--- src/rtl/muldiv_sequencer_if.sv ---
// Decode-side bundle for muldiv_sequencer: launch, MTHI/MTLO, read hold and HI/LO results.
// The master modport is the pipeline/decode side; the slave modport is the sequencer.
interface muldiv_sequencer_if;
    logic        start;
    logic [1:0]  op;
    logic [31:0] a;
    logic [31:0] b;
    logic        mthi;
    logic        mtlo;
    logic [31:0] wdata;
    logic        rd_req;
    logic        busy;
    logic        done;
    logic        stall;
    logic        dbz;
    logic [31:0] hi;
    logic [31:0] lo;

    modport master (
        output start, op, a, b, mthi, mtlo, wdata, rd_req,
        input  busy, done, stall, dbz, hi, lo
    );

    modport slave (
        input  start, op, a, b, mthi, mtlo, wdata, rd_req,
        output busy, done, stall, dbz, hi, lo
    );
endinterface

--- src/rtl/muldiv_sequencer.sv ---
// 33-cycle MIPS multiply/divide sequencer owning HI/LO (shared 32-step shift/add-subtract path).
// Divide hardware is built only when MULDIV_DIV_EN is defined; otherwise divides are no-ops.
module muldiv_sequencer (
    input logic               clk,
    input logic               reset,
    muldiv_sequencer_if.slave bus
);
    localparam logic [1:0] StIdle = 2'd0;
    localparam logic [1:0] StCalc = 2'd1;
    localparam logic [1:0] StFix  = 2'd2;

    logic [1:0]  state_q;
    logic [4:0]  cnt_q;
    logic [63:0] acc_q;
    logic [31:0] opnd_q;
    logic        neg_q;
    logic [31:0] hi_q;
    logic [31:0] lo_q;
    logic        done_q;
    logic        dbz_q;
`ifdef MULDIV_DIV_EN
    logic        neg_rem_q;
    logic        is_div_q;
    logic [32:0] sub_diff;
`endif

    logic        idle;
    logic        a_neg;
    logic        b_neg;
    logic [31:0] a_mag;
    logic [31:0] b_mag;
    logic [32:0] add_sum;
    logic [63:0] step;
    logic [63:0] prod;
    logic [31:0] fix_hi;
    logic [31:0] fix_lo;

    always_comb begin
        idle  = (state_q == StIdle);
        a_neg = bus.op[0] & bus.a[31];
        b_neg = bus.op[0] & bus.b[31];
        a_mag = a_neg ? -bus.a : bus.a;
        b_mag = b_neg ? -bus.b : bus.b;
    end

    // acc holds {partial product, multiplier} for multiply and {remainder, quotient} for divide.
    always_comb begin
        add_sum = {1'b0, acc_q[63:32]} + (acc_q[0] ? {1'b0, opnd_q} : 33'd0);
        step    = {add_sum, acc_q[31:1]};
        prod    = neg_q ? -acc_q : acc_q;
        fix_hi  = prod[63:32];
        fix_lo  = prod[31:0];
`ifdef MULDIV_DIV_EN
        sub_diff = acc_q[63:31] - {1'b0, opnd_q};
        if (is_div_q) begin
            step   = sub_diff[32] ? {acc_q[62:0], 1'b0} : {sub_diff[31:0], acc_q[30:0], 1'b1};
            fix_hi = neg_rem_q ? -acc_q[63:32] : acc_q[63:32];
            fix_lo = neg_q ? -acc_q[31:0] : acc_q[31:0];
        end
`endif
    end

    always_ff @(posedge clk or negedge reset) begin
        if (!reset) begin
            state_q   <= StIdle;
            cnt_q     <= 5'd0;
            acc_q     <= 64'd0;
            opnd_q    <= 32'd0;
            neg_q     <= 1'b0;
            hi_q      <= 32'd0;
            lo_q      <= 32'd0;
            done_q    <= 1'b0;
            dbz_q     <= 1'b0;
`ifdef MULDIV_DIV_EN
            neg_rem_q <= 1'b0;
            is_div_q  <= 1'b0;
`endif
        end else begin
            done_q <= 1'b0;
            case (state_q)
                StIdle: begin
                    if (bus.start) begin
                        dbz_q <= 1'b0;
                        if (bus.op[1]) begin
`ifdef MULDIV_DIV_EN
                            if (bus.b == 32'd0) begin
                                dbz_q  <= 1'b1;
                                done_q <= 1'b1;
                            end else begin
                                state_q   <= StCalc;
                                cnt_q     <= 5'd31;
                                acc_q     <= {32'd0, a_mag};
                                opnd_q    <= b_mag;
                                neg_q     <= a_neg ^ b_neg;
                                neg_rem_q <= a_neg;
                                is_div_q  <= 1'b1;
                            end
`else
                            done_q <= 1'b1;
`endif
                        end else begin
                            state_q  <= StCalc;
                            cnt_q    <= 5'd31;
                            acc_q    <= {32'd0, b_mag};
                            opnd_q   <= a_mag;
                            neg_q    <= a_neg ^ b_neg;
`ifdef MULDIV_DIV_EN
                            is_div_q <= 1'b0;
`endif
                        end
                    end else begin
                        if (bus.mthi) hi_q <= bus.wdata;
                        if (bus.mtlo) lo_q <= bus.wdata;
                    end
                end
                StCalc: begin
                    acc_q <= step;
                    cnt_q <= cnt_q - 5'd1;
                    if (cnt_q == 5'd0) state_q <= StFix;
                end
                StFix: begin
                    hi_q    <= fix_hi;
                    lo_q    <= fix_lo;
                    done_q  <= 1'b1;
                    state_q <= StIdle;
                end
                default: state_q <= StIdle;
            endcase
        end
    end

    assign bus.busy  = ~idle;
    assign bus.done  = done_q;
    assign bus.stall = bus.rd_req & ~idle;
    assign bus.dbz   = dbz_q;
    assign bus.hi    = hi_q;
    assign bus.lo    = lo_q;
endmodule

--- src/flat_wrapper.sv ---
// flat-port wrapper written by rule: the top's interface ports become plain ports
module muldiv_sequencer_flat 
  (clk, reset, bus_start, bus_op, bus_a, bus_b, bus_mthi, bus_mtlo, bus_wdata, bus_rd_req, bus_busy, bus_done, bus_stall, bus_dbz, bus_hi, bus_lo);
  muldiv_sequencer_if bus_i ();
  input logic clk;
  input logic reset;
  input wire logic [$bits(bus_i.start)-1:0] bus_start;
  input wire logic [$bits(bus_i.op)-1:0] bus_op;
  input wire logic [$bits(bus_i.a)-1:0] bus_a;
  input wire logic [$bits(bus_i.b)-1:0] bus_b;
  input wire logic [$bits(bus_i.mthi)-1:0] bus_mthi;
  input wire logic [$bits(bus_i.mtlo)-1:0] bus_mtlo;
  input wire logic [$bits(bus_i.wdata)-1:0] bus_wdata;
  input wire logic [$bits(bus_i.rd_req)-1:0] bus_rd_req;
  output wire logic [$bits(bus_i.busy)-1:0] bus_busy;
  output wire logic [$bits(bus_i.done)-1:0] bus_done;
  output wire logic [$bits(bus_i.stall)-1:0] bus_stall;
  output wire logic [$bits(bus_i.dbz)-1:0] bus_dbz;
  output wire logic [$bits(bus_i.hi)-1:0] bus_hi;
  output wire logic [$bits(bus_i.lo)-1:0] bus_lo;
  assign bus_i.start = bus_start;
  assign bus_i.op = bus_op;
  assign bus_i.a = bus_a;
  assign bus_i.b = bus_b;
  assign bus_i.mthi = bus_mthi;
  assign bus_i.mtlo = bus_mtlo;
  assign bus_i.wdata = bus_wdata;
  assign bus_i.rd_req = bus_rd_req;
  assign bus_busy = bus_i.busy;
  assign bus_done = bus_i.done;
  assign bus_stall = bus_i.stall;
  assign bus_dbz = bus_i.dbz;
  assign bus_hi = bus_i.hi;
  assign bus_lo = bus_i.lo;
  muldiv_sequencer u_core (.clk(clk), .reset(reset), .bus(bus_i));
endmodule
--- config.mk ---
export PLATFORM = sky130hd
export DESIGN_NAME = muldiv_sequencer_flat
export DESIGN_NICKNAME = d
export VERILOG_FILES = /design/src/rtl/muldiv_sequencer_if.sv /design/src/rtl/muldiv_sequencer.sv /design/src/flat_wrapper.sv
export SDC_FILE = /design/constraint.sdc
export NUM_CORES = 1
export LEC_CHECK = 0
export CAP_MARGIN = 15
export CORE_ASPECT_RATIO = 0.8
export CORE_MARGIN = 3
export CORE_UTILIZATION = 54
export CTS_BUF_LIST = sky130_fd_sc_hd__clkbuf_8
export DETAILED_ROUTE_END_ITERATION = 10
export DONT_BUFFER_PORTS = 1
export PLACE_DENSITY_LB_ADDON = 0.05
export RECOVER_POWER = 100
export SETUP_SLACK_MARGIN = 0.3
export SYNTH_ARGS = -nofsm -noshare
export SYNTH_HDL_FRONTEND = slang
export SYNTH_SLANG_ARGS = --single-unit
--- constraint.sdc ---
create_clock -name clk -period 5.85 [get_ports clk]
set_input_delay 1.17 -clock clk [delete_from_list [all_inputs] [get_ports clk]]
set_output_delay 1.17 -clock clk [all_outputs]
set_load 0.01 [all_outputs]
After elaboration in Yosys (flattened, before gate mapping)
Cells that the tools add are included.
{"block": "totals", "reg_bits": 169, "input_bits": 104, "output_inout_bits": 68}
{"block": "classes", "addsub": 5, "eq_ne": 8, "n_mux": 23, "n_bitwise": 6, "reduce_logical": 9}
{"op": "$mux W32", "count": 7}
{"op": "$mux W64", "count": 3}
{"op": "$pmux W32 S2", "count": 2}
{"op": "$pmux W64 S2", "count": 1}
{"op": "$neg A32 Y32", "count": 2}
{"op": "$neg A64 Y64", "count": 1}
{"op": "$add A32 B33 Y33", "count": 1}
{"op": "$reduce_and A3 Y1", "count": 5}
{"op": "$mux W5", "count": 2}
{"op": "$ne A2 B2 Y1 const B", "count": 5}
{"op": "$pmux W5 S2", "count": 1}
{"op": "$mux W2", "count": 3}
{"op": "$logic_not A5 Y1", "count": 1}
{"op": "$sub A5 B1 Y5 const B", "count": 1}
{"op": "$pmux W2 S2", "count": 1}
{"op": "$reduce_bool A2 Y1", "count": 2}
{"op": "$and A1 B1 Y1", "count": 3}
{"op": "$eq A2 B1 Y1 const B", "count": 1}
{"op": "$eq A2 B2 Y1 const B", "count": 1}
{"op": "$logic_not A2 Y1", "count": 1}
{"op": "$mux W1", "count": 2}
{"op": "$ne A2 B1 Y1 const B", "count": 1}
{"op": "$not A1 Y1", "count": 2}
{"op": "$pmux W1 S2", "count": 1}
{"op": "$xor A1 B1 Y1", "count": 1}

Logic depth before layout (Yosys ltp)
Gate-level depths: netlist of the first run.
{"block": "logic_depth", "ltp_word": 5, "mapped_depth": 13, "ltp_nobuf": 11}

Worst setup path after synthesis of the first run
No wires, ideal clock.
{"block": "synth_timing", "kind": "input port to flip-flop", "startpoint": "input port bus_b[15]", "endpoint": "register u_core.acc_q[28]", "setup_time_ns": 0.133, "arrival_time_ns": 3.233, "setup_slack_ns": 2.484, "cell_stages": 7, "n_path_buf": 0, "path_cell_list": "or4_1 or4_1 or3_1 nor2_1 a211oi_1 a31oi_1 o21ai_0"}
{"block": "synth_via", "elab_chain_cells": 5}
{"element": "start, declared", "line_no": "flat_wrapper.sv:10", "rtl": "input wire logic [$bits(bus_i.b)-1:0] bus_b;"}
{"element": "$neg A32 Y32", "line_no": "muldiv_sequencer.sv:43", "rtl": "b_mag = b_neg ? -bus.b : bus.b;"}
{"element": "$mux W32", "line_no": "muldiv_sequencer.sv:43"}
{"element": "$mux W64", "line_no": "muldiv_sequencer.sv:84", "rtl": "if (bus.op[1]) begin"}
{"element": "$mux W64", "line_no": "muldiv_sequencer.sv:82", "rtl": "if (bus.start) begin"}
{"element": "$pmux W64 S2", "line_no": "muldiv_sequencer.sv:80", "rtl": "case (state_q)"}
{"element": "end signal, assigned", "line_no": "muldiv_sequencer.sv:104", "rtl": "acc_q <= {32'd0, b_mag};"}
{"element": "end signal, assigned", "line_no": "muldiv_sequencer.sv:117", "rtl": "acc_q <= step;"}
{"element": "end, declared", "line_no": "muldiv_sequencer.sv:14", "rtl": "logic [63:0] acc_q;"}
No other way between the ends. The select of a mux whose other input is x is not followed.
A chain may end at the register's enable or synchronous reset.

Final worst setup path of the first run
{"block": "layout_timing", "startpoint": "register u_core.state_q[0]", "endpoint": "register u_core.acc_q[1]"}
{"block": "layout_via", "elab_chain_cells": 3, "elab_cells_between_ends": 7, "classes_between": "eq/ne (3); mux (1); reduce/logical (3)"}
{"element": "start, declared", "line_no": "muldiv_sequencer.sv:12", "rtl": "logic [1:0] state_q;"}
{"element": "start signal, assigned", "line_no": "muldiv_sequencer.sv:65", "rtl": "state_q <= StIdle;"}
{"element": "start signal, assigned", "line_no": "muldiv_sequencer.sv:102", "rtl": "state_q <= StCalc;"}
{"element": "start signal, assigned", "line_no": "muldiv_sequencer.sv:119", "rtl": "if (cnt_q == 5'd0) state_q <= StFix;"}
{"element": "$eq A2 B1 Y1 / $logic_not A2 Y1 (equally long branches)", "line_no": "muldiv_sequencer.sv:80"}
{"element": "$reduce_bool A2 Y1 (no source line) / $ne A2 B2 Y1 (equally long branches)"}
{"element": "$reduce_and A3 Y1 (no source line)"}
Several ways; a longest one is shown, not always the timed one.

==> impl_metrics.json, run 1 <==
{
  "slew_violations": 253,
  "timing.slew.headroom_pct": -99.0,
  "post_cts_buffers": 0,
  "drc_errors": 0,
  "fmax_mhz": 233,
  "rr_startpoint": "u_core.state_q[0]$_DFFE_PN0P_",
  "place_congestion": 0.920,
  "period_share_pct": 73.5,
  "fin_skew_ps": 18.0,
  "clkLatencyLatePin_ps": 480,
  "drive_gt1_share_pct": 3.97,
  "r2r_end": "u_core.acc_q[1]$_DFFE_PN0P_",
  "io_buffers": 0,
  "netlist_area_mm2": 0.0117,
  "routed_wl_um": 33100,
  "die_h_um": 138,
  "grt_pass1_vias": 9055,
  "r2r_slack_ps": 1550,
  "cts_buffer_depth": 2,
  "tns_ps": 0,
  "hp-class": "input pin to async pin",
  "grtUsageTotal_pct": 28.0,
  "worst_slew_pin_slew_ps": 2980,
  "seq_area_mm2": 0.00423,
  "fin_ws_ps": 1550,
  "synth_ff_type": "dfrtp_1",
  "netlist_instances": 1389,
  "die_x_um": 171,
  "critPathCaptureType": "flop",
  "ctsHtreeMaxLevel": 4,
  "die_area_mm2": 0.0235,
  "ys_async_sr_fraction_pct": 100,
  "cts_root_buf": "clkbuf_8",
  "row_count": 47,
  "worst-path-max-fanout": 61,
  "status": "finished, violations left",
  "final_nets": 1464,
  "yosysWarnings": 0,
  "p_leak_nw": 4.69,
  "grt_setup_unrepaired": "false",
  "drt-vias-per-instance": 6.29,
  "startpoint": "u_core.state_q[0]$_DFFE_PN0P_",
  "crit_path_start_kind": "flop",
  "worstPathArrival_ps": 4650,
  "cts_buffers": 17,
  "grt_pass1_wl_um": 51600,
  "path_clk_slew_ps": 110,
  "min_period_ps": 4300,
  "place_ws_ps": 2070,
  "avgSynthCellArea_um2": 8.45,
  "r2r_cells": 5,
  "crit_required_ps": 6210,
  "synth_edf_count": 0,
  "fill_cells": 1947,
  "ys_seq_area_share_pct": 36.0,
  "core_area_mm2": 0.0210,
  "multiInputGateArea_mm2": 0.00707,
  "start_util_pct": 55.9,
  "ios": 172,
  "grt_overflow_total": 0,
  "routed-via-count": 10100,
  "cts_resized": 0,
  "final-hold-violation-count": 0,
  "ant_nets": 0,
  "max_cap_violations": 5,
  "cts_tree": "built",
  "dpl.hpwl_um": 24600,
  "first_pass_iters": 5,
  "vdd_drop_max_mv": 0.238,
  "area_growth_pct": 3.38,
  "setup_viol_count_final": 0,
  "antenna_cells": 0,
  "violations": "max-capacitance violations, max-slew violations",
  "syn_nets": 1531,
  "clock-sinks": 169,
  "routedWlPerCell_um": 20.6,
  "postCtsHoldBufs": 0,
  "grt_max_degree": 170,
  "drt_iter0_markers": 928,
  "grt_antenna_before_repair": 0,
  "critPathKind": "flop to flop",
  "synth.ff_latch_count": 169,
  "powerDensity_mw_per_mm2": 456,
  "ys_types": 65
}
## sequential cells by signal, summed over array words and instances, names as in the netlist
signal           count
u_core.neg_q         1
u_core.state_q       2
u_core.opnd_q       32
u_core.bus.hi       32
u_core.bus.lo       32
u_core.bus.done      1
u_core.cnt_q         5
u_core.acc_q        64
## power breakdown
| group | leakage (nW) | total, mW | internal (mW) | switching (mW) |
|---|---|---|---|---|
| logic | 2.44 | 2.36 | 1.00 | 1.36 |
| registers | 2.07 | 2.36 | 1.62 | 0.737 |
| clock network | 0.177 | 0.815 | 0.309 | 0.505 |
## cell usage in the layout, fill, tap and decap left out, types with 23 or more instances in the layout
master      n
a211oi_1   44
a21oi_1   106
a22oi_1    27
and2_1     34
dfrtp_1   168
ha_1       37
inv_1      24
mux2i_1    30
nand2_1   163
nand3_1    24
nor2_1     49
nor2b_1    48
nor3_1     23
o21ai_0   162
o31ai_1    26
xnor2_1    70
xor2_1     71
## final cells by class
class | count | share of cell area [%]
Inverter | 24 | 0.742
Timing Repair Buffer | 8 | 0.340
Clock inverter | 15 | 1.11
Tap cell | 269 | 2.77
Multi-Input combinational cell | 1102 | 58.2
Clock buffer | 17 | 1.93
Sequential cell | 169 | 34.9
## worst max-delay path, cell delays in order, from the launching register on
cell      delay [ps]
dfrtp_1          480
or2_0            350
or3b_1          1430
clkbuf_1        1320
a21oi_1          210
a221o_1          350
## stage by stage
step / std cells / hold slack [ps] / area (µm²) / util (%) / power [mW]
floorplan: 1389 / 442 / 11700 / - / 3.96
global placement: 1572 / 457 / 11800 / 56.2 / 4.66
detailed placement: 1572 / 464 / 11800 / 56.2 / 4.70
CTS: 1604 / 341 / 12200 / 57.9 / 5.52
global route: 1604 / 328 / 12100 / 57.8 / 5.95
finish: 1604 / 371 / 12100 / 57.8 / 5.53
## how the worst max path moves through the flow
stage | slack (ps) | depth (start not counted) | to
after global routing | 1180 | 5 | u_core.acc_q[1]$_DFFE_PN0P_
final | 1550 | 5 | u_core.acc_q[1]$_DFFE_PN0P_
after global placement | 2160 | 12 | u_core.acc_q[61]$_DFFE_PN0P_
after CTS | 2050 | 12 | u_core.acc_q[61]$_DFFE_PN0P_
after floorplan | 2480 | 7 | u_core.acc_q[28]$_DFFE_PN0P_
after detailed placement | 2070 | 12 | u_core.acc_q[61]$_DFFE_PN0P_
## cell usage after synthesis, types with 6 or more instances
cell type,n,area (µm²)
nand3_1,24,120
nor2b_1,49,307
o41ai_1,15,131
inv_1,24,90.1
a21boi_0,6,45.0
nand4_1,18,113
mux2i_1,30,300
nand2_1,163,612
and2_1,39,244
a21o_1,6,45.0
a31oi_1,8,50.1
or4_1,10,75.1
clkbuf_1,76,285
and3_1,6,37.5
a211oi_1,44,330
ha_1,37,463
nor4_1,14,87.6
buf_1,13,48.8
o31ai_1,26,195
nand2b_1,10,62.6
or3_1,18,113
nor2_1,50,188
nor3_1,23,115
o21ai_0,161,806
dfrtp_1,169,4230
xnor2_1,70,613
a32o_1,7,70.1
o211ai_1,10,75.1
xor2_1,71,622
a21oi_1,106,531
a22oi_1,27,203
## layer usage
metal / vias to the layer above / track usage (%) / share of wire [%]
met2: 331 / 39.8 / 43
met5: - / 0 / 0
met4: 0 / 5.81 / 1.0
li1: 4879 / - / -
met3: 24 / 4.96 / 6.7
met1: 4849 / 44.4 / 49
## cells by family after synthesis
kind of cell	synth area share, %
other	0.0320
AOI/OAI and AO/OA	23.6
adders and majority gates	4.12
buffers and inverters	3.90
xor gates and xnor gates	10.5
DFF	36.0
muxes	2.65
and+or+nand+nor	19.2
No activity file was read; power rests on OpenSTA's default activity.
==> run 2, diff against run 1 <==
==> constraint.sdc (replaced) <==
create_clock -name clk -period 4.45 [get_ports clk]
set_input_delay 0.89 -clock clk [delete_from_list [all_inputs] [get_ports clk]]
set_output_delay 0.89 -clock clk [all_outputs]
set_load 0.01 [all_outputs]
==> run 2 against run 1 <==
  * The run still ends with max-capacitance violations, max-slew violations left
  * First-iteration DRC count up 4.8%
  * Global-route usage up 0.56 points
  * Via count up 1.6%
  * Worst setup slack worse by 690 ps
  * Critical path depth up 1
  * Cell count up 0.25%
  * Maximum frequency up 20%
  * Utilization up 0.095 points
  * Critical endpoint is now u_core.acc_q[62]$_DFFE_PN0P_
==> impl_metrics.json, run 2 (same netlist as run 1, synthesis figures left out) <==
{
  "critPathKind": "flop to flop",
  "crit_end": "u_core.acc_q[62]$_DFFE_PN0P_",
  "min_period_ps": 3590,
  "status": "finished, violations left",
  "worst-path-max-fanout": 36,
  "fin_skew_ps": 23.4,
  "power_switching_mw": 3.44,
  "place_congestion": 0.961,
  "clkPwrFrac_pct": 14.6,
  "p_int_mw": 3.87,
  "grt_overflow_total": 0,
  "slew_violations": 249,
  "crit_path_start_kind": "flop",
  "die_area_mm2": 0.0235,
  "final-hold-violation-count": 0,
  "drc_errors": 0,
  "layout_commonest_cell": "dfrtp_1",
  "grt_pass1_vias": 9346,
  "postCtsHoldBufs": 0,
  "worstPathArrival_ps": 3930,
  "place_ws_ps": 1130,
  "layout_common_cells": "dfrtp_1 (168), nand2_1 (163), o21ai_0 (162), a21oi_1 (106), xor2_1 (71)",
  "rr_startpoint": "u_core.state_q[0]$_DFFE_PN0P_",
  "holdWs_ps": 94.5,
  "critPathMaxStageDelay_ps": 1890,
  "period_share_pct": 80.6,
  "powerDensity_mw_per_mm2": 602,
  "cts_tree": "built",
  "fin_ws_ps": 864,
  "largest_reg_flops": 64,
  "die_x_um": 171,
  "drt-vias-per-instance": 6.37,
  "grt_antenna_before_repair": 0,
  "startpoint": "u_core.state_q[0]$_DFFE_PN0P_",
  "hp-class": "input pin to async pin",
  "regMostFlops": "u_core.acc_q",
  "die_h_um": 138,
  "core_area_mm2": 0.0210,
  "ctsHtreeMaxLevel": 4,
  "antenna_cells": 0,
  "row_count": 47,
  "p_leak_nw": 4.74,
  "first_pass_iters": 5,
  "grt_setup_unrepaired": "false",
  "drt_iter0_markers": 973,
  "critPathCaptureType": "flop",
  "tns_ps": 0,
  "cts_buffer_depth": 2,
  "cpLargestDelayFamily": "simple AND/OR/NAND/NOR gates",
  "vdd_drop_max_mv": 0.284,
  "pwr-share-seq_pct": 42.2,
  "ios": 172,
  "r2r_end": "u_core.acc_q[62]$_DFFE_PN0P_",
  "fin_util_pct": 57.9,
  "crit_required_ps": 4790,
  "combPwrFrac_pct": 43.2,
  "grtUsageTotal_pct": 28.6,
  "ant_nets": 0,
  "clock-sinks": 169,
  "cts_resized": 0,
  "worst_slew_pin_slew_ps": 2570,
  "setup_viol_count_final": 0,
  "r2r_cells": 6,
  "timing.slew.headroom_pct": -72.1,
  "clkLatencyLatePin_ps": 480,
  "drive_gt1_share_pct": 4.26,
  "routed_wl_um": 33800,
  "crit_chain": "or2_2 -> nor3b_1 -> nor2_1 -> buf_4 -> nand2_1 -> o311ai_0",
  "fmax_mhz": 279,
  "max_cap_violations": 5,
  "grt_max_degree": 170,
  "r2r_slack_ps": 860,
  "violations": "max-capacitance violations, max-slew violations",
  "routedWlPerCell_um": 21.0,
  "p_total_mw": 7.31,
  "swShare_pct": 47.1,
  "start_util_pct": 55.9,
  "post_cts_buffers": 0,
  "path_buf_inv": 1,
  "crit_cells": 6,
  "routed-via-count": 10200,
  "cts_buffers": 17,
  "final_nets": 1468,
  "cts_root_buf": "clkbuf_8",
  "path_clk_slew_ps": 100,
  "grt_pass1_wl_um": 52700,
  "io_buffers": 0,
  "area_growth_pct": 3.55,
  "crit_slowest_cell": "nor2_1",
  "dpl.hpwl_um": 25100
}
## run 2: cell count changes in the layout (fill, tap and decap cells not counted), moves of 2 or more
| cell | delta |
|---|---|
| buf_4 | +8 |
| clkbuf_1 | -4 |
| clkinvlp_4 | -4 |
| and2_0 | -3 |
| and2_1 | +3 |
| clkinv_2 | +2 |
| or4_1 | +2 |
| or4_4 | -2 |
## run 2: worst min-delay path by stage
stage | startpoint | end
2_1_floorplan | u_core.opnd_q[0]$_DFFE_PN0P_ | u_core.opnd_q[0]$_DFFE_PN0P_
3_3_place_gp | u_core.opnd_q[16]$_DFFE_PN0P_ | u_core.opnd_q[16]$_DFFE_PN0P_
3_5_place_dp | u_core.opnd_q[10]$_DFFE_PN0P_ | u_core.opnd_q[10]$_DFFE_PN0P_
4_1_cts | reset | u_core.bus.hi[17]$_DFFE_PN0P_
5_1_grt | reset | u_core.bus.hi[17]$_DFFE_PN0P_
6_report | reset | u_core.bus.hi[17]$_DFFE_PN0P_
## run 2: per-layer routing
layer	part of all wire, %	global-route usage, %	vias up	routed length, µm
met1	47	43.6	4937	16000
li1	-	-	4884	-
met5	0	0	-	0
met2	42	41.3	391	14300
met3	8.9	7.35	35	3020
met4	1.3	5.32	0	444
## run 2: power by group through the flow
stage,combinational [mW],clock (mW),sequential (mW)
final,3.16,1.07,3.08
after CTS,3.14,1.08,3.06
after global placement,3.09,0,3.08
after detailed placement,3.12,0,3.09
after floorplan,2.52,0,2.68
after global routing,3.54,1.15,3.16
## run 2: layout make-up
| type | count | area [µm²] |
|---|---|---|
| Clock buffer | 18 | 248 |
| Clock inverter | 14 | 114 |
| Fill cell | 1955 | 8840 |
| Inverter | 24 | 90.1 |
| Multi-Input combinational cell | 1102 | 7050 |
| Sequential cell | 169 | 4230 |
| Tap cell | 269 | 337 |
| Timing Repair Buffer | 12 | 86.3 |
## run 2: through the flow
| step | cells | cell area (µm²) |
|---|---|---|
| floorplan | 1389 | 11700 |
| global placement | 1576 | 11800 |
| detailed placement | 1576 | 11800 |
| CTS | 1608 | 12200 |
| global route | 1608 | 12200 |
| finish | 1608 | 12200 |
## run 2: worst register-to-register path: cells and delay by family (launching register included)
kind | cells | cell delay, ps
AND/OR/NAND/NOR | 4 | 2310
buffers and inverters | 1 | 590
flip-flops | 1 | 470
AO/OA/AOI/OAI | 1 | 90
==> variant: new RTL, flow settings as in run 2 <==
Make the reset (`reset`) synchronous in one clocked block.
--- a/src/rtl/muldiv_sequencer.sv
+++ b/src/rtl/muldiv_sequencer.sv
@@ -60,7 +60,7 @@
 `endif
     end
 
-    always_ff @(posedge clk or negedge reset) begin
+    always_ff @(posedge clk) begin
         if (!reset) begin
             state_q   <= StIdle;
             cnt_q     <= 5'd0;
Check against the original RTL: differs if reset is asserted again (counterexample within 4 cycles, from zero or initial values and one cycle with reset low); with reset held inactive, the same outputs for 4 cycles.
==> variant against run 2 <==
  * The flow still finishes with violations (capacitance limit, slew limit)
  * Worst setup slack worse by 0.29 ns
  * Area after synthesis down 3.8%
  * Worst hold slack gained 0.39 ns
  * Global-route usage shrank 0.41 points
  * Clock skew down 0.0030 ns
  * Wire length decreased by 1.6%
  * Sequential cell count unchanged
  * Sequential share of layout area is 5.8 points lower
  * Final area down 3.9%
Power is not compared: it rests on default switching activity, and its combinational part moved more than twofold at a synthesized area within 25%.
==> variant: results (changes against run 2) <==
post-synthesis sequential area ratio=0.2995 (-0.06083); Hold WC Path Type=register to register; failing checks=capacitance limit, slew limit; Slowest-stage cell, CP=and2_0; number of maximum-capacitance violations=1 (-4); total power=3.406 mW; Syn Nets=1,552 (+1.4%); post-synthesis xor/xnor area fraction=0.1117 (+0.006429); asr flop ratio synth=0 (-1.000); Synth area leaders=dfxtp_1 30%, xor2_1 7.1%, nand2_1 5.6%, o21ai_0 5.5%, mux2i_1 5.0%; vias in the first global route=9,277 (-0.74%); CP startpoint=u_core.state_q[1]; fill cell count=1,921 (-1.7%); final slew viol count=33 (-87%); most common library cells after synthesis=169 x dfxtp_1, 169 x nand2_1, 125 x o21ai_0; mean number of vias per cell=6.326 (-0.72%); GRT met1 Usage=0.4381 (+0.002606); mux contribution to synthesized area=0.05660 (+0.03006); first-pass GRT wire length=51,360 um (-2.5%); Area after DPL=11,370 um2 (-3.8%); routability congestion estimate=0.9749 (+1.4%); Max stage delay on crit path=2.06 ns (+0.17 ns); Clock Skews=0.02038 ns (-0.003031 ns); worst setup path endpoint=u_core.bus.lo[16]; post-synthesis compound-gate area fraction=0.2378 (+0.002101); drt initial violations=925 (-4.9%); dpl hpwl=25,080 um (about the same); grt met2 use=0.3831 (-0.02942); WL met1=16,510 um (+3.2%); RR Startpoint=u_core.state_q[1]; status=finished, violations left; Worst Path Max Fanout=32 (-11%); ys flop type=dfxtp_1; largest net degree at the start of global routing=116 (-32%)
variant: changes by cell type after synthesis, moves of 29 or more:
cell,run 2,this run
o21ai_0,161,125
dfrtp_1,169,0
a21oi_1,106,75
o22ai_1,0,41
and2_1,39,68
dfxtp_1,0,169
a211oi_1,44,2
nor2b_1,49,9
variant: through the flow:
step	instances	hold slack (ns)	setup slack, ns
global placement	1595	0.4610	1.103
detailed placement	1595	0.4727	0.9626
CTS	1627	0.4879	0.9577
finish	1627	0.4862	0.5704
floorplan	1410	0.4295	1.660
global route	1627	0.5092	0.3259
variant: final cells by class:
type / instances / area, um2 / area share
flip-flops and latches: 169 / 3385 / 0.2897
multi-input cells: 1129 / 7418 / 0.6351
repair buffers: 11 / 71.32 / 0.006105
inverters: 22 / 82.58 / 0.007069
clock buffers: 17 / 234.0 / 0.02003
clock inverters: 15 / 160.2 / 0.01371
well taps: 264 / 330.3 / 0.02828
